### src/rtl/gpr_wb_if.sv
// ---------------------------------------------------------------------------
// gpr_wb_if
// Bundles every signal of the GPR writeback controller except clk/rst_n.
//   ALU result : alu_valid, alu_ready, alu_rd, alu_data
//   LSU result : lsu_valid, lsu_ready, lsu_rd, lsu_data
//   Issue      : issue_en, issue_rd
//   Scoreboard : busy[NUM_REGS-1:0]
//   RF write   : reg_write_en, reg_wr_addr, reg_wr_data
//   Status     : addr_err (sticky out-of-range destination flag)
//   Forwarding : fwd_addr_1/2, fwd_hit_1/2, fwd_data_1/2
//                (present only when GPR_WB_FWD_EN is defined)
// Modports: master = producers/decode side, slave = the controller.
// ---------------------------------------------------------------------------
interface gpr_wb_if #(
    parameter int NUM_REGS = 8,
    parameter int ADDR_W   = 5,
    parameter int DATA_W   = 32
);
    logic                alu_valid;
    logic                alu_ready;
    logic [ADDR_W-1:0]   alu_rd;
    logic [DATA_W-1:0]   alu_data;
    logic                lsu_valid;
    logic                lsu_ready;
    logic [ADDR_W-1:0]   lsu_rd;
    logic [DATA_W-1:0]   lsu_data;
    logic                issue_en;
    logic [ADDR_W-1:0]   issue_rd;
    logic [NUM_REGS-1:0] busy;
    logic                reg_write_en;
    logic [ADDR_W-1:0]   reg_wr_addr;
    logic [DATA_W-1:0]   reg_wr_data;
    logic                addr_err;
`ifdef GPR_WB_FWD_EN
    logic [ADDR_W-1:0]   fwd_addr_1;
    logic [ADDR_W-1:0]   fwd_addr_2;
    logic                fwd_hit_1;
    logic                fwd_hit_2;
    logic [DATA_W-1:0]   fwd_data_1;
    logic [DATA_W-1:0]   fwd_data_2;
`endif

    modport master (
        output alu_valid, alu_rd, alu_data,
        output lsu_valid, lsu_rd, lsu_data,
        output issue_en, issue_rd,
`ifdef GPR_WB_FWD_EN
        output fwd_addr_1, fwd_addr_2,
        input  fwd_hit_1, fwd_hit_2, fwd_data_1, fwd_data_2,
`endif
        input  alu_ready, lsu_ready, busy,
        input  reg_write_en, reg_wr_addr, reg_wr_data, addr_err
    );

    modport slave (
        input  alu_valid, alu_rd, alu_data,
        input  lsu_valid, lsu_rd, lsu_data,
        input  issue_en, issue_rd,
`ifdef GPR_WB_FWD_EN
        input  fwd_addr_1, fwd_addr_2,
        output fwd_hit_1, fwd_hit_2, fwd_data_1, fwd_data_2,
`endif
        output alu_ready, lsu_ready, busy,
        output reg_write_en, reg_wr_addr, reg_wr_data, addr_err
    );
endinterface

### src/rtl/gpr_wb_ctrl.sv
// ---------------------------------------------------------------------------
// gpr_wb_ctrl
// Write-side controller for the general-purpose register file. Arbitrates
// ALU and LSU writeback results onto the single register-file write port
// (registered, one cycle latency) and keeps a busy-bit scoreboard of
// destinations issued but not yet written.
//   clk   : clock, all state on the rising edge
//   rst_n : synchronous active-low reset
//   bus   : gpr_wb_if.slave (ALU/LSU handshakes, issue, busy, RF write,
//           addr_err, optional forwarding)
// Arbitration priority per cycle: LSU input, ALU skid buffer, ALU input.
// Optional feature macro: GPR_WB_FWD_EN adds a same-cycle forwarding
// compare of the write port against two decode read addresses.
// ---------------------------------------------------------------------------
module gpr_wb_ctrl #(
    parameter int NUM_REGS = 8,
    parameter int ADDR_W   = 5,
    parameter int DATA_W   = 32
) (
    input logic    clk,
    input logic    rst_n,
    gpr_wb_if.slave bus
);
    // Highest legal destination; anything above it is out of range.
    localparam logic [ADDR_W-1:0] LAST_RD = ADDR_W'(NUM_REGS - 1);

    logic                abuf_v;
    logic [ADDR_W-1:0]   abuf_rd;
    logic [DATA_W-1:0]   abuf_data;

    logic                lsu_acc;
    logic                alu_acc;
    logic                win_v;
    logic [ADDR_W-1:0]   win_rd;
    logic [DATA_W-1:0]   win_data;
    logic                win_in_range;
    logic                win_write;
    logic                issue_oor;
    logic [NUM_REGS-1:0] set_mask;
    logic [NUM_REGS-1:0] clr_mask;

    // The ALU may only hand over a result when the skid buffer is empty,
    // which keeps ALU results retiring in order.
    assign bus.alu_ready = rst_n && !abuf_v;
    assign bus.lsu_ready = rst_n;

    assign lsu_acc = bus.lsu_valid && bus.lsu_ready;
    assign alu_acc = bus.alu_valid && bus.alu_ready;

    always_comb begin
        // NOTE: every signal assigned here gets a default first, so no
        // branch can leave it unassigned and infer a latch.
        win_v    = 1'b0;
        win_rd   = '0;
        win_data = '0;
        if (lsu_acc) begin
            win_v    = 1'b1;
            win_rd   = bus.lsu_rd;
            win_data = bus.lsu_data;
        end else if (abuf_v) begin
            win_v    = 1'b1;
            win_rd   = abuf_rd;
            win_data = abuf_data;
        end else if (alu_acc) begin
            win_v    = 1'b1;
            win_rd   = bus.alu_rd;
            win_data = bus.alu_data;
        end
    end

    // x0 and out-of-range winners complete their handshake but never write.
    assign win_in_range = (win_rd <= LAST_RD);
    assign win_write    = win_v && win_in_range && (win_rd != '0);
    assign issue_oor    = bus.issue_en && (bus.issue_rd > LAST_RD);

    // Scoreboard masks; bit 0 is never touched so x0 is never busy.
    always_comb begin
        set_mask = '0;
        clr_mask = '0;
        for (int i = 1; i < NUM_REGS; i++) begin
            if (bus.issue_en && (bus.issue_rd == ADDR_W'(i)))
                set_mask[i] = 1'b1;
            if (bus.reg_write_en && (bus.reg_wr_addr == ADDR_W'(i)))
                clr_mask[i] = 1'b1;
        end
    end

    always_ff @(posedge clk) begin
        // NOTE: state uses non-blocking assignments so every register
        // updates from the same pre-edge values regardless of order.
        if (!rst_n) begin
            abuf_v           <= 1'b0;
            bus.reg_write_en <= 1'b0;
            bus.reg_wr_addr  <= '0;
            bus.reg_wr_data  <= '0;
            bus.busy         <= '0;
            bus.addr_err     <= 1'b0;
        end else begin
            // Collision parks the ALU result; buffer drains on any cycle
            // without an LSU result and is starved while LSU keeps winning.
            if (lsu_acc && alu_acc)
                abuf_v <= 1'b1;
            else if (!lsu_acc)
                abuf_v <= 1'b0;

            bus.reg_write_en <= win_write;
            if (win_write) begin
                bus.reg_wr_addr <= win_rd;
                bus.reg_wr_data <= win_data;
            end

            // Set after clear: a newer producer of the same register wins.
            bus.busy <= (bus.busy & ~clr_mask) | set_mask;

            if ((win_v && !win_in_range) || issue_oor)
                bus.addr_err <= 1'b1;
        end
    end

    // NOTE: the buffer payload has no reset; it is only ever consumed
    // while abuf_v is set, and abuf_v itself is reset.
    always_ff @(posedge clk) begin
        if (lsu_acc && alu_acc) begin
            abuf_rd   <= bus.alu_rd;
            abuf_data <= bus.alu_data;
        end
    end

`ifdef GPR_WB_FWD_EN
    // Same-cycle bypass of the value currently on the write port.
    assign bus.fwd_hit_1  = bus.reg_write_en && (bus.reg_wr_addr == bus.fwd_addr_1)
                            && (bus.fwd_addr_1 != '0);
    assign bus.fwd_hit_2  = bus.reg_write_en && (bus.reg_wr_addr == bus.fwd_addr_2)
                            && (bus.fwd_addr_2 != '0);
    assign bus.fwd_data_1 = bus.fwd_hit_1 ? bus.reg_wr_data : '0;
    assign bus.fwd_data_2 = bus.fwd_hit_2 ? bus.reg_wr_data : '0;
`endif

endmodule

### src/flat_wrapper.sv
// flat-port wrapper written by rule: the top's interface ports become plain ports
module gpr_wb_ctrl_flat 
#(
    parameter int NUM_REGS = 8,
    parameter int ADDR_W   = 5,
    parameter int DATA_W   = 32
)
  (clk, rst_n, bus_alu_valid, bus_alu_rd, bus_alu_data, bus_lsu_valid, bus_lsu_rd, bus_lsu_data, bus_issue_en, bus_issue_rd, bus_alu_ready, bus_lsu_ready, bus_busy, bus_reg_write_en, bus_reg_wr_addr, bus_reg_wr_data, bus_addr_err);
  gpr_wb_if #(.NUM_REGS(NUM_REGS), .ADDR_W(ADDR_W), .DATA_W(DATA_W)) bus_i ();
  input logic clk;
  input logic rst_n;
  input wire logic [$bits(bus_i.alu_valid)-1:0] bus_alu_valid;
  input wire logic [$bits(bus_i.alu_rd)-1:0] bus_alu_rd;
  input wire logic [$bits(bus_i.alu_data)-1:0] bus_alu_data;
  input wire logic [$bits(bus_i.lsu_valid)-1:0] bus_lsu_valid;
  input wire logic [$bits(bus_i.lsu_rd)-1:0] bus_lsu_rd;
  input wire logic [$bits(bus_i.lsu_data)-1:0] bus_lsu_data;
  input wire logic [$bits(bus_i.issue_en)-1:0] bus_issue_en;
  input wire logic [$bits(bus_i.issue_rd)-1:0] bus_issue_rd;
  output wire logic [$bits(bus_i.alu_ready)-1:0] bus_alu_ready;
  output wire logic [$bits(bus_i.lsu_ready)-1:0] bus_lsu_ready;
  output wire logic [$bits(bus_i.busy)-1:0] bus_busy;
  output wire logic [$bits(bus_i.reg_write_en)-1:0] bus_reg_write_en;
  output wire logic [$bits(bus_i.reg_wr_addr)-1:0] bus_reg_wr_addr;
  output wire logic [$bits(bus_i.reg_wr_data)-1:0] bus_reg_wr_data;
  output wire logic [$bits(bus_i.addr_err)-1:0] bus_addr_err;
  assign bus_i.alu_valid = bus_alu_valid;
  assign bus_i.alu_rd = bus_alu_rd;
  assign bus_i.alu_data = bus_alu_data;
  assign bus_i.lsu_valid = bus_lsu_valid;
  assign bus_i.lsu_rd = bus_lsu_rd;
  assign bus_i.lsu_data = bus_lsu_data;
  assign bus_i.issue_en = bus_issue_en;
  assign bus_i.issue_rd = bus_issue_rd;
  assign bus_alu_ready = bus_i.alu_ready;
  assign bus_lsu_ready = bus_i.lsu_ready;
  assign bus_busy = bus_i.busy;
  assign bus_reg_write_en = bus_i.reg_write_en;
  assign bus_reg_wr_addr = bus_i.reg_wr_addr;
  assign bus_reg_wr_data = bus_i.reg_wr_data;
  assign bus_addr_err = bus_i.addr_err;
  gpr_wb_ctrl #(.NUM_REGS(NUM_REGS), .ADDR_W(ADDR_W), .DATA_W(DATA_W)) u_core (.clk(clk), .rst_n(rst_n), .bus(bus_i));
endmodule
### config.mk
export PLATFORM = sky130hd
export DESIGN_NAME = gpr_wb_ctrl_flat
export DESIGN_NICKNAME = d
export VERILOG_FILES = /design/src/rtl/gpr_wb_if.sv /design/src/rtl/gpr_wb_ctrl.sv /design/src/flat_wrapper.sv
export SDC_FILE = /design/constraint.sdc
export NUM_CORES = 1
export LEC_CHECK = 0
export CORE_UTILIZATION = 51
export CTS_BUF_LIST = sky130_fd_sc_hd__clkbuf_8
export DETAILED_ROUTE_END_ITERATION = 7
export PLACE_DENSITY = 0.92
export SKIP_LAST_GASP = 1
export SYNTH_ARGS = -nofsm -noshare
export SYNTH_HDL_FRONTEND = slang
export SYNTH_SLANG_ARGS = --single-unit
### constraint.sdc
create_clock -name clk -period 4.2 [get_ports clk]
set_input_delay 0.84 -clock clk [delete_from_list [all_inputs] [get_ports clk]]
set_output_delay 0.84 -clock clk [all_outputs]
set_load 0.01 [all_outputs]
==> results_dict.tcl, run 1 <==
set metrics [dict create \
    end_kind "output pin" \
    drtIter0Drc 401 \
    drcViolationCount 0 \
    period_share_pct 78.4 \
    clockBufferDepth 2 \
    cts-root-buf "clkbuf_8" \
    max_cap_viol_count 0 \
    drive_gt1_share_pct 20.0 \
    post_cts_resized 0 \
    yosysTopAreaCell "edfxtp_1" \
    async_flop_share_pct 0 \
    cp_max_fo 51 \
    cp-startpoint "rst_n" \
    ioPinCount 133 \
    placed_cells 529 \
    clk_latency_ps 350 \
    ys_seq_area_share_pct 51.5 \
    vias 3363 \
    overflow 0 \
    coreArea_um2 7410 \
    final_cell_mix "clkdlybuf4s50_1, dfxtp_1, nor2_1" \
    grt_pass1_vias 3408 \
    r2r_start "u_core.abuf_v" \
    critical_path_class "in2out" \
    die_w_um 90.4 \
    antenna_found_initial 0 \
    required_ps 3360 \
    period_minus_slack_ps 3290 \
    synth-edff-count 37 \
    dp_hpwl_um 6760 \
    fin_worst_skew_ps 12.4 \
    grt_max_degree 52 \
    hold_path_class "reg2reg" \
    synthCells 328 \
    worst_slew_pin_slew_ps 935 \
    num_antenna_cells 0 \
    placed_area_um2 5280 \
    max_freq_ghz 0.304 \
    final_common_cell "clkdlybuf4s50_1" \
    io_buffers 131 \
    fin_area_um2 5490 \
    slew_violations 0 \
    grt_pass1_wl_um 17200 \
    p_leak_uw 0.00192 \
    ys_top_cells_by_area "edfxtp_1, dfxtp_1, o41ai_2" \
    area_growth_pct 37.7 \
    synth_top_flop_cell "dfxtp_1" \
    finalSetupViolations 0 \
    cp_data_arrival_time_ps 2450 \
    dieArea_um2 8170 \
    stdcell_count 545 \
    whs_path_depth 2 \
    htreeDepth 3 \
    synth_seq_cells 84 \
    startpoint_type "input pin" \
    ff2ff_setup_slack_ps 1650 \
    reg2reg_depth 7 \
    syn_avg_cell_area_um2 12.1 \
    hold_violations 0 \
    hold_path_end "u_core.bus.reg_wr_data[6]" \
    synth.distinct_cells 38 \
    path_clk_slew_ps 90 \
    max_slew_margin_pct 37.7 \
    drtAntennaViolNets 0 \
    postCtsHoldBufs 0 \
    worstHoldStart "u_core.bus.reg_wr_data[6]" \
    cts_setup_buffers 0 \
    ir_worst_vdd_v 0.000202 \
    wl_per_cell_um 19.1 \
    vias_per_cell 6.17 \
    cts_made_buffers 9 \
    clock_sinks 84 \
    netlist_area_um2 3980 \
    cts_tree "yes" \
    tns_ps 0 \
    row_count 31 \
    rsz0062_at_grt "false" \
    yosys_warnings 0 \
    die_h_um 90.4 \
    synth_top_area_share_pct 27.9 \
    finalWirelength_um 10400 \
    gp_congestion 0.869 \
    powerDensity_nw_per_um2 336 \
    nets 525 \
    r2r_end "u_core.bus.reg_wr_data[31]" \
    synth_fp_nets 412 \
    drt_first_pass_iters 7 \
    initial_core_util_pct 53.8 \
    track_usage_pct 26.3 \
    hold_slack_ps 477 \
    status "finished, final reports clean" \
]
registers in the layout (all words and copies together), names as in the netlist:
signal	count
u_core.bus.reg_write_en	1
u_core.bus.addr_err	1
u_core.bus.reg_wr_data	32
u_core.bus.busy	7
u_core.abuf_v	1
u_core.abuf_data	32
u_core.abuf_rd	5
u_core.bus.reg_wr_addr	5
area by class of cell:
class | count | area (um^2)
Tap cell | 99 | 124
Multi-Input combinational cell | 206 | 1720
Sequential cell | 84 | 2050
Clock inverter | 7 | 86.3
Inverter | 2 | 7.51
Timing Repair Buffer | 138 | 1370
Clock buffer | 9 | 124
Fill cell | 498 | 1920
layer usage:
layer	vias up	wire length, um	track usage (%)
met5	-	0	0
met4	0	138	10.5
met3	14	957	5.05
met2	202	4990	40.8
met1	1617	4330	36.1
li1	1530	-	-
kinds of logic (layout without fill, tap and decap cells):
logic type             after synthesis  in the layout  share of synthesized area, %
AOI/OAI and AO/OA                   92             92                          25.9
buffers and inverters               38            156                          5.59
DFF                                 84             84                          51.5
and+or+nand+nor                    113            113                          16.9
other                                1              1                        0.0941
how the worst max path moves through the flow:
| stage | endpoint | slack, ps | cells past startpoint |
|---|---|---|---|
| 2_1_floorplan | u_core.abuf_data[0] | 1180 | 5 |
| 3_3_place_gp | bus_alu_ready | 990 | 4 |
| 3_5_place_dp | bus_alu_ready | 950 | 4 |
| 4_1_cts | bus_alu_ready | 940 | 4 |
| 5_1_grt | bus_alu_ready | 810 | 4 |
| 6_report | bus_alu_ready | 910 | 4 |
stage by stage:
| stage | util [%] | total power (uW) | setup slack [ps] |
|---|---|---|---|
| after floorplan | - | 1090 | 1180 |
| after global placement | 71.2 | 1230 | 986 |
| after detailed placement | 71.2 | 1240 | 947 |
| after CTS | 74.0 | 1840 | 943 |
| after global routing | 74.0 | 1900 | 807 |
| final | 74.0 | 1840 | 907 |
synth_stat cells, types with 3 or more instances:
| cell | count |
|---|---|
| dfxtp_1 | 47 |
| nor2_1 | 45 |
| edfxtp_1 | 37 |
| a222oi_1 | 32 |
| o41ai_2 | 32 |
| nand3_2 | 28 |
| clkbuf_1 | 18 |
| nand3_1 | 12 |
| nand2_1 | 11 |
| o21ai_0 | 9 |
| a21oi_1 | 8 |
| buf_6 | 8 |
| buf_2 | 4 |
| buf_4 | 4 |
| and3_1 | 3 |
| nand2b_1 | 3 |
where the power goes:
part | switching [uW] | total [uW] | internal [uW]
Sequential | 23.5 | 908 | 884
Combinational | 156 | 315 | 159
Clock | 288 | 618 | 330
Total | 467 | 1840 | 1370
worst max-delay path, cell delays in order:
cell             delay [ps]
buf_4                   490
inv_2                   340
nor2_1                  200
clkdlybuf4s50_1         560
Power figures use the tool's default switching activity.
==> inputs of run 2 (changes only) <==
--- a/config.mk
+++ b/config.mk
@@ -5,10 +5,10 @@
 export SDC_FILE = /design/constraint.sdc
 export NUM_CORES = 1
 export LEC_CHECK = 0
-export CORE_UTILIZATION = 51
+export CORE_UTILIZATION = 47
 export CTS_BUF_LIST = sky130_fd_sc_hd__clkbuf_8
 export DETAILED_ROUTE_END_ITERATION = 7
-export PLACE_DENSITY = 0.92
+export PLACE_DENSITY = 0.86
 export SKIP_LAST_GASP = 1
 export SYNTH_ARGS = -nofsm -noshare
 export SYNTH_HDL_FRONTEND = slang
==> constraint.sdc (replaced) <==
create_clock -name clk -period 3.1 [get_ports clk]
set_input_delay 0.62 -clock clk [delete_from_list [all_inputs] [get_ports clk]]
set_output_delay 0.62 -clock clk [all_outputs]
set_load 0.01 [all_outputs]
==> run 2 against run 1 <==
Register-to-register slack got worse by 700 ps. First-iteration DRC count fell by 28%. Critical endpoint is now u_core.bus.reg_wr_data[0]. Critical path type is now in2reg. Via count up 0.51%.
==> results_dict.tcl, run 2 (synthesis results as in run 1) <==
set metrics [dict create \
    track_usage_pct 24.5 \
    critical_path_class "in2reg" \
    whs_path_depth 2 \
    end_kind "register" \
    cp_max_fo 32 \
    path_clk_slew_ps 90 \
    dp_hpwl_um 7240 \
    placed_area_um2 5360 \
    fin_worst_skew_ps 11.9 \
    grt_pass1_wl_um 16700 \
    rsz0062_at_grt "false" \
    finalWirelength_um 10300 \
    finalSetupViolations 0 \
    grt_max_degree 39 \
    status "finished, final reports clean" \
    vias 3380 \
    wl_per_cell_um 18.5 \
    max_cap_viol_count 0 \
    area_growth_pct 40.0 \
    drcViolationCount 0 \
    hold_violations 0 \
    final_common_cell "clkdlybuf4s50_1" \
    overflow 0 \
    coreArea_um2 8220 \
    drive_gt1_share_pct 21.8 \
    drtAntennaViolNets 0 \
    powerDensity_nw_per_um2 449 \
    antenna_found_initial 0 \
    drtIter0Drc 290 \
    reg2reg_depth 7 \
    biggestRegsByFlops "u_core.abuf_data (32), u_core.bus.reg_wr_data (32), u_core.bus.busy (7)" \
    die_h_um 94.1 \
    final_cell_mix "clkdlybuf4s50_1, dfxtp_1, nor2_1" \
    clockBufferDepth 2 \
    ioPinCount 133 \
    required_ps 3350 \
    die_w_um 94.1 \
    ir_worst_vdd_v 0.000275 \
    hold_slack_ps 478 \
    clk_latency_ps 350 \
    cts_made_buffers 9 \
    cp_data_arrival_time_ps 2560 \
    path_buf_inv 3 \
    slew_violations 0 \
    max_stage_delay_ps 500 \
    period_minus_slack_ps 2310 \
    r2r_start "u_core.abuf_v" \
    critPathSlowestCell "clkdlybuf4s50_1" \
    ff2ff_setup_slack_ps 950 \
    fillCellCount 575 \
    drt_first_pass_iters 5 \
    fin_area_um2 5580 \
    path_delay_family "buffers and inverters" \
    r2r_end "u_core.bus.reg_wr_data[0]" \
    cts_tree "yes" \
    dieArea_um2 8850 \
    max_freq_ghz 0.433 \
    worstSetupPathDepth 9 \
    htreeDepth 3 \
    power.total_uw 2500 \
    cp_cell_sequence "clkdlybuf4s50_1 > nand2_2 > buf_4 > nor2_1 > a21oi_1 > o31ai_4 > buf_12 > nand3_1 > o41ai_2" \
    vias_per_cell 6.05 \
    clock_sinks 84 \
    io_buffers 131 \
    nets 533 \
    hold_path_end "u_core.bus.reg_wr_data[5]" \
    num_antenna_cells 0 \
    grt_pass1_vias 3378 \
    p_leak_uw 0.00196 \
    postCtsHoldBufs 0 \
    worstHoldStart "u_core.bus.reg_wr_data[5]" \
    cts_setup_buffers 0 \
    gp_congestion 0.881 \
    post_cts_resized 0 \
    startpoint_type "input pin" \
    cts-root-buf "clkbuf_8" \
    period_share_pct 74.5 \
    hold_path_class "reg2reg" \
    row_count 33 \
    initial_core_util_pct 48.5 \
    tns_ps 0 \
]
## run 2: cell count changes in the layout (fill, tap and decap cells not counted), sizes merged
cell,previous run,this run
buf,8,16
bufinv,2,1
clkbuf,9,12
inv,4,2
## run 2: area by class of cell
type                            count  area [um^2]  share of cell area (%)
Sequential cell                    84         2050                    36.8
Multi-Input combinational cell    206         1720                    30.8
Timing Repair Buffer              146         1450                    25.9
Clock buffer                       12          165                    2.96
Tap cell                          105          131                    2.36
Clock inverter                      4         56.3                    1.01
Inverter                            2         7.51                   0.135
## run 2: routing by layer
layer	vias up	global-route usage (%)	part of all wire, %
met1	1627	33.0	43
met5	-	0	0
met4	0	8.72	1.6
li1	1548	-	-
met3	19	4.53	7.9
met2	186	39.4	48
## run 2: worst max path at each step
stage / endpoint / slack [ps] / startpoint
after floorplan: u_core.abuf_data[0] / 300 / rst_n
after global placement: u_core.bus.reg_wr_data[1] / 540 / bus_lsu_valid
after detailed placement: u_core.bus.reg_wr_data[0] / 450 / bus_lsu_valid
after CTS: u_core.bus.reg_wr_data[0] / 800 / bus_lsu_valid
after global routing: u_core.bus.reg_wr_data[0] / 660 / bus_lsu_valid
final: u_core.bus.reg_wr_data[0] / 790 / bus_lsu_valid
## run 2: power breakdown
group | total [uW] | internal (uW) | switching, uW
Clock | 834 | 443 | 391
Sequential | 1230 | 1200 | 27.8
Combinational | 442 | 226 | 216
Total | 2500 | 1870 | 636
## run 2: worst min-delay path: stages (launching register included)
cell	delay, ps
dfxtp_1	330
nand3_2	60
o41ai_2	50
## run 2: metrics by stage
step,cells,setup slack (ps),utilization (%)
after global routing,559,661,67.9
after detailed placement,543,447,65.2
after floorplan,328,299,-
after global placement,543,536,65.2
after CTS,559,796,67.9
final,559,789,67.9
==> inputs of run 3 (changes only) <==
==> constraint.sdc (replaced) <==
create_clock -name clk -period 2.2 [get_ports clk]
set_input_delay 0.44 -clock clk [delete_from_list [all_inputs] [get_ports clk]]
set_output_delay 0.44 -clock clk [all_outputs]
set_load 0.01 [all_outputs]
==> run 3 against run 2 <==
The flow now finishes with violations (design-rule violations). First-iteration DRC count up 34%. Die area unchanged. Via count up 4.9%. Worst setup slack worse by 760 ps. Cell area up 2.8%.
==> results_dict.tcl, run 3 (synthesis results as in run 1) <==
set metrics [dict create \
    status "finished, violations left" \
    violations "design-rule violations" \
    cp_data_arrival_time_ps 2410 \
    dieArea_um2 8850 \
    num_antenna_cells 0 \
    grt_max_degree 39 \
    dp_worst_setup_slack_ps -282 \
    cp-startpoint "bus_lsu_valid" \
    power.total_uw 3420 \
    initial_core_util_pct 48.5 \
    hold_slack_ps 476 \
    biggestRegsByFlops "u_core.abuf_data (32), u_core.bus.reg_wr_data (32), u_core.bus.busy (7)" \
    antenna_found_initial 0 \
    tns_ps 0 \
    gp_congestion 0.845 \
    area_growth_pct 44.0 \
    period_minus_slack_ps 2170 \
    fin_worst_skew_ps 9.32 \
    cts-root-buf "clkbuf_8" \
    max_freq_ghz 0.461 \
    drt_first_pass_iters 8 \
    rsz0062_at_grt "true" \
    endpoint "u_core.bus.reg_wr_data[12]" \
    drtIter0Drc 389 \
    p_leak_uw 0.00205 \
    drcViolationCount 2 \
    ir_worst_vdd_v 0.000461 \
    wl_per_cell_um 19.7 \
    required_ps 2450 \
    clock_sinks 84 \
    r2r_start "u_core.abuf_v" \
    drtAntennaViolNets 0 \
    grt_pass1_wl_um 17200 \
    nets 548 \
    ioPinCount 133 \
    htreeDepth 3 \
    finalWirelength_um 11300 \
    drive_gt1_share_pct 24.5 \
    die_h_um 94.1 \
    row_count 33 \
    slew_violations 0 \
    path_clk_slew_ps 80 \
    hold_violations 0 \
    final_common_cell "clkdlybuf4s50_1" \
    clk_latency_ps 350 \
    clockBufferDepth 2 \
    vias 3545 \
    met1_length_um 4760 \
    dp_hpwl_um 7530 \
    vias_per_cell 6.18 \
    max_cap_viol_count 0 \
    highest_layer "met4" \
    cp_max_fo 18 \
    die_w_um 94.1 \
    startpoint_type "input pin" \
    final_cell_mix "clkdlybuf4s50_1, dfxtp_1, nor2_1" \
    setup_ws_ps 32.0 \
    postCtsHoldBufs 0 \
    whs_path_depth 2 \
    track_usage_pct 25.4 \
    final_core_util_pct 69.8 \
    hold_path_class "reg2reg" \
    cts_tree "yes" \
    end_kind "register" \
    critical_path_class "in2reg" \
    period_share_pct 98.5 \
    route.met2.wl_um 5470 \
    coreArea_um2 8220 \
    wl_met3_um 929 \
    grt_pass1_vias 3423 \
    r2r_end "u_core.bus.reg_wr_data[31]" \
    finalSetupViolations 0 \
    ff2ff_setup_slack_ps 210 \
    overflow 0 \
    powerDensity_nw_per_um2 597 \
    cts_made_buffers 9 \
    io_buffers 131 \
    reg2reg_depth 8 \
]
[run 3: changes by cell type in the layout (fill, tap and decap cells not counted), moves of 2 or more]
cell | previous run | this run
clkinv_2 | 0 | 2
clkbuf_8 | 12 | 10
clkbuf_16 | 0 | 2
buf_4 | 14 | 23
buf_12 | 2 | 5
[run 3: worst max-delay path: stages]
cell and delay (ps):
clkdlybuf4s50_1 510, nand2_2 120, or3_4 380, a21oi_4 160, o31ai_4 90, buf_4 160, clkbuf_16 190, o41ai_2 350
[run 3: metal layers]
layer / up-vias / track usage (%)
met5: - / 0
met4: 0 / 11.2
met3: 18 / 4.37
met2: 214 / 39.9
met1: 1729 / 34.1
li1: 1584 / -
[run 3: report_power, final]
part           internal (uW)  leakage, uW  total, uW  switching [uW]
combinational            363      0.00123        691             327
clock                    439    0.0000936       1000             564
sequential              1690     0.000721       1730            40.0
total                   2490      0.00205       3420             931
[run 3: repair_timing]
action / 4_1_cts / 5_1_grt
endpoints found under the setup margin: 1 / 33
buffers inserted: 0 / 4
gates resized for setup: 1 / 6
cloned: 0 / 2
endpoints found under the hold margin: 0 / 0
pin swaps: 0 / 1
[run 3: per-stage QoR]
stage / instances / instance area, um^2
finish: 574 / 5740
global route: 574 / 5740
CTS: 568 / 5630
detailed placement: 552 / 5450
global placement: 552 / 5450
floorplan: 328 / 3990
[run 3: layout make-up]
cell class,instances,area [um^2]
Clock buffer,10,138
Clock inverter,6,40.0
Fill cell,585,2480
Inverter,2,7.51
Multi-Input combinational cell,206,1730
Sequential cell,84,2050
Tap cell,105,131
Timing Repair Buffer,161,1640
[run 3: worst min path at each step]
stage / slack (ps) / to / startpoint
global route: 500 / u_core.bus.busy[4] / u_core.bus.busy[4]
floorplan: 490 / u_core.bus.busy[4] / u_core.bus.busy[4]
finish: 480 / u_core.bus.busy[4] / u_core.bus.busy[4]
CTS: 480 / u_core.bus.busy[4] / u_core.bus.busy[4]
detailed placement: 460 / u_core.bus.busy[4] / u_core.bus.busy[4]
global placement: 450 / u_core.bus.busy[4] / u_core.bus.busy[4]
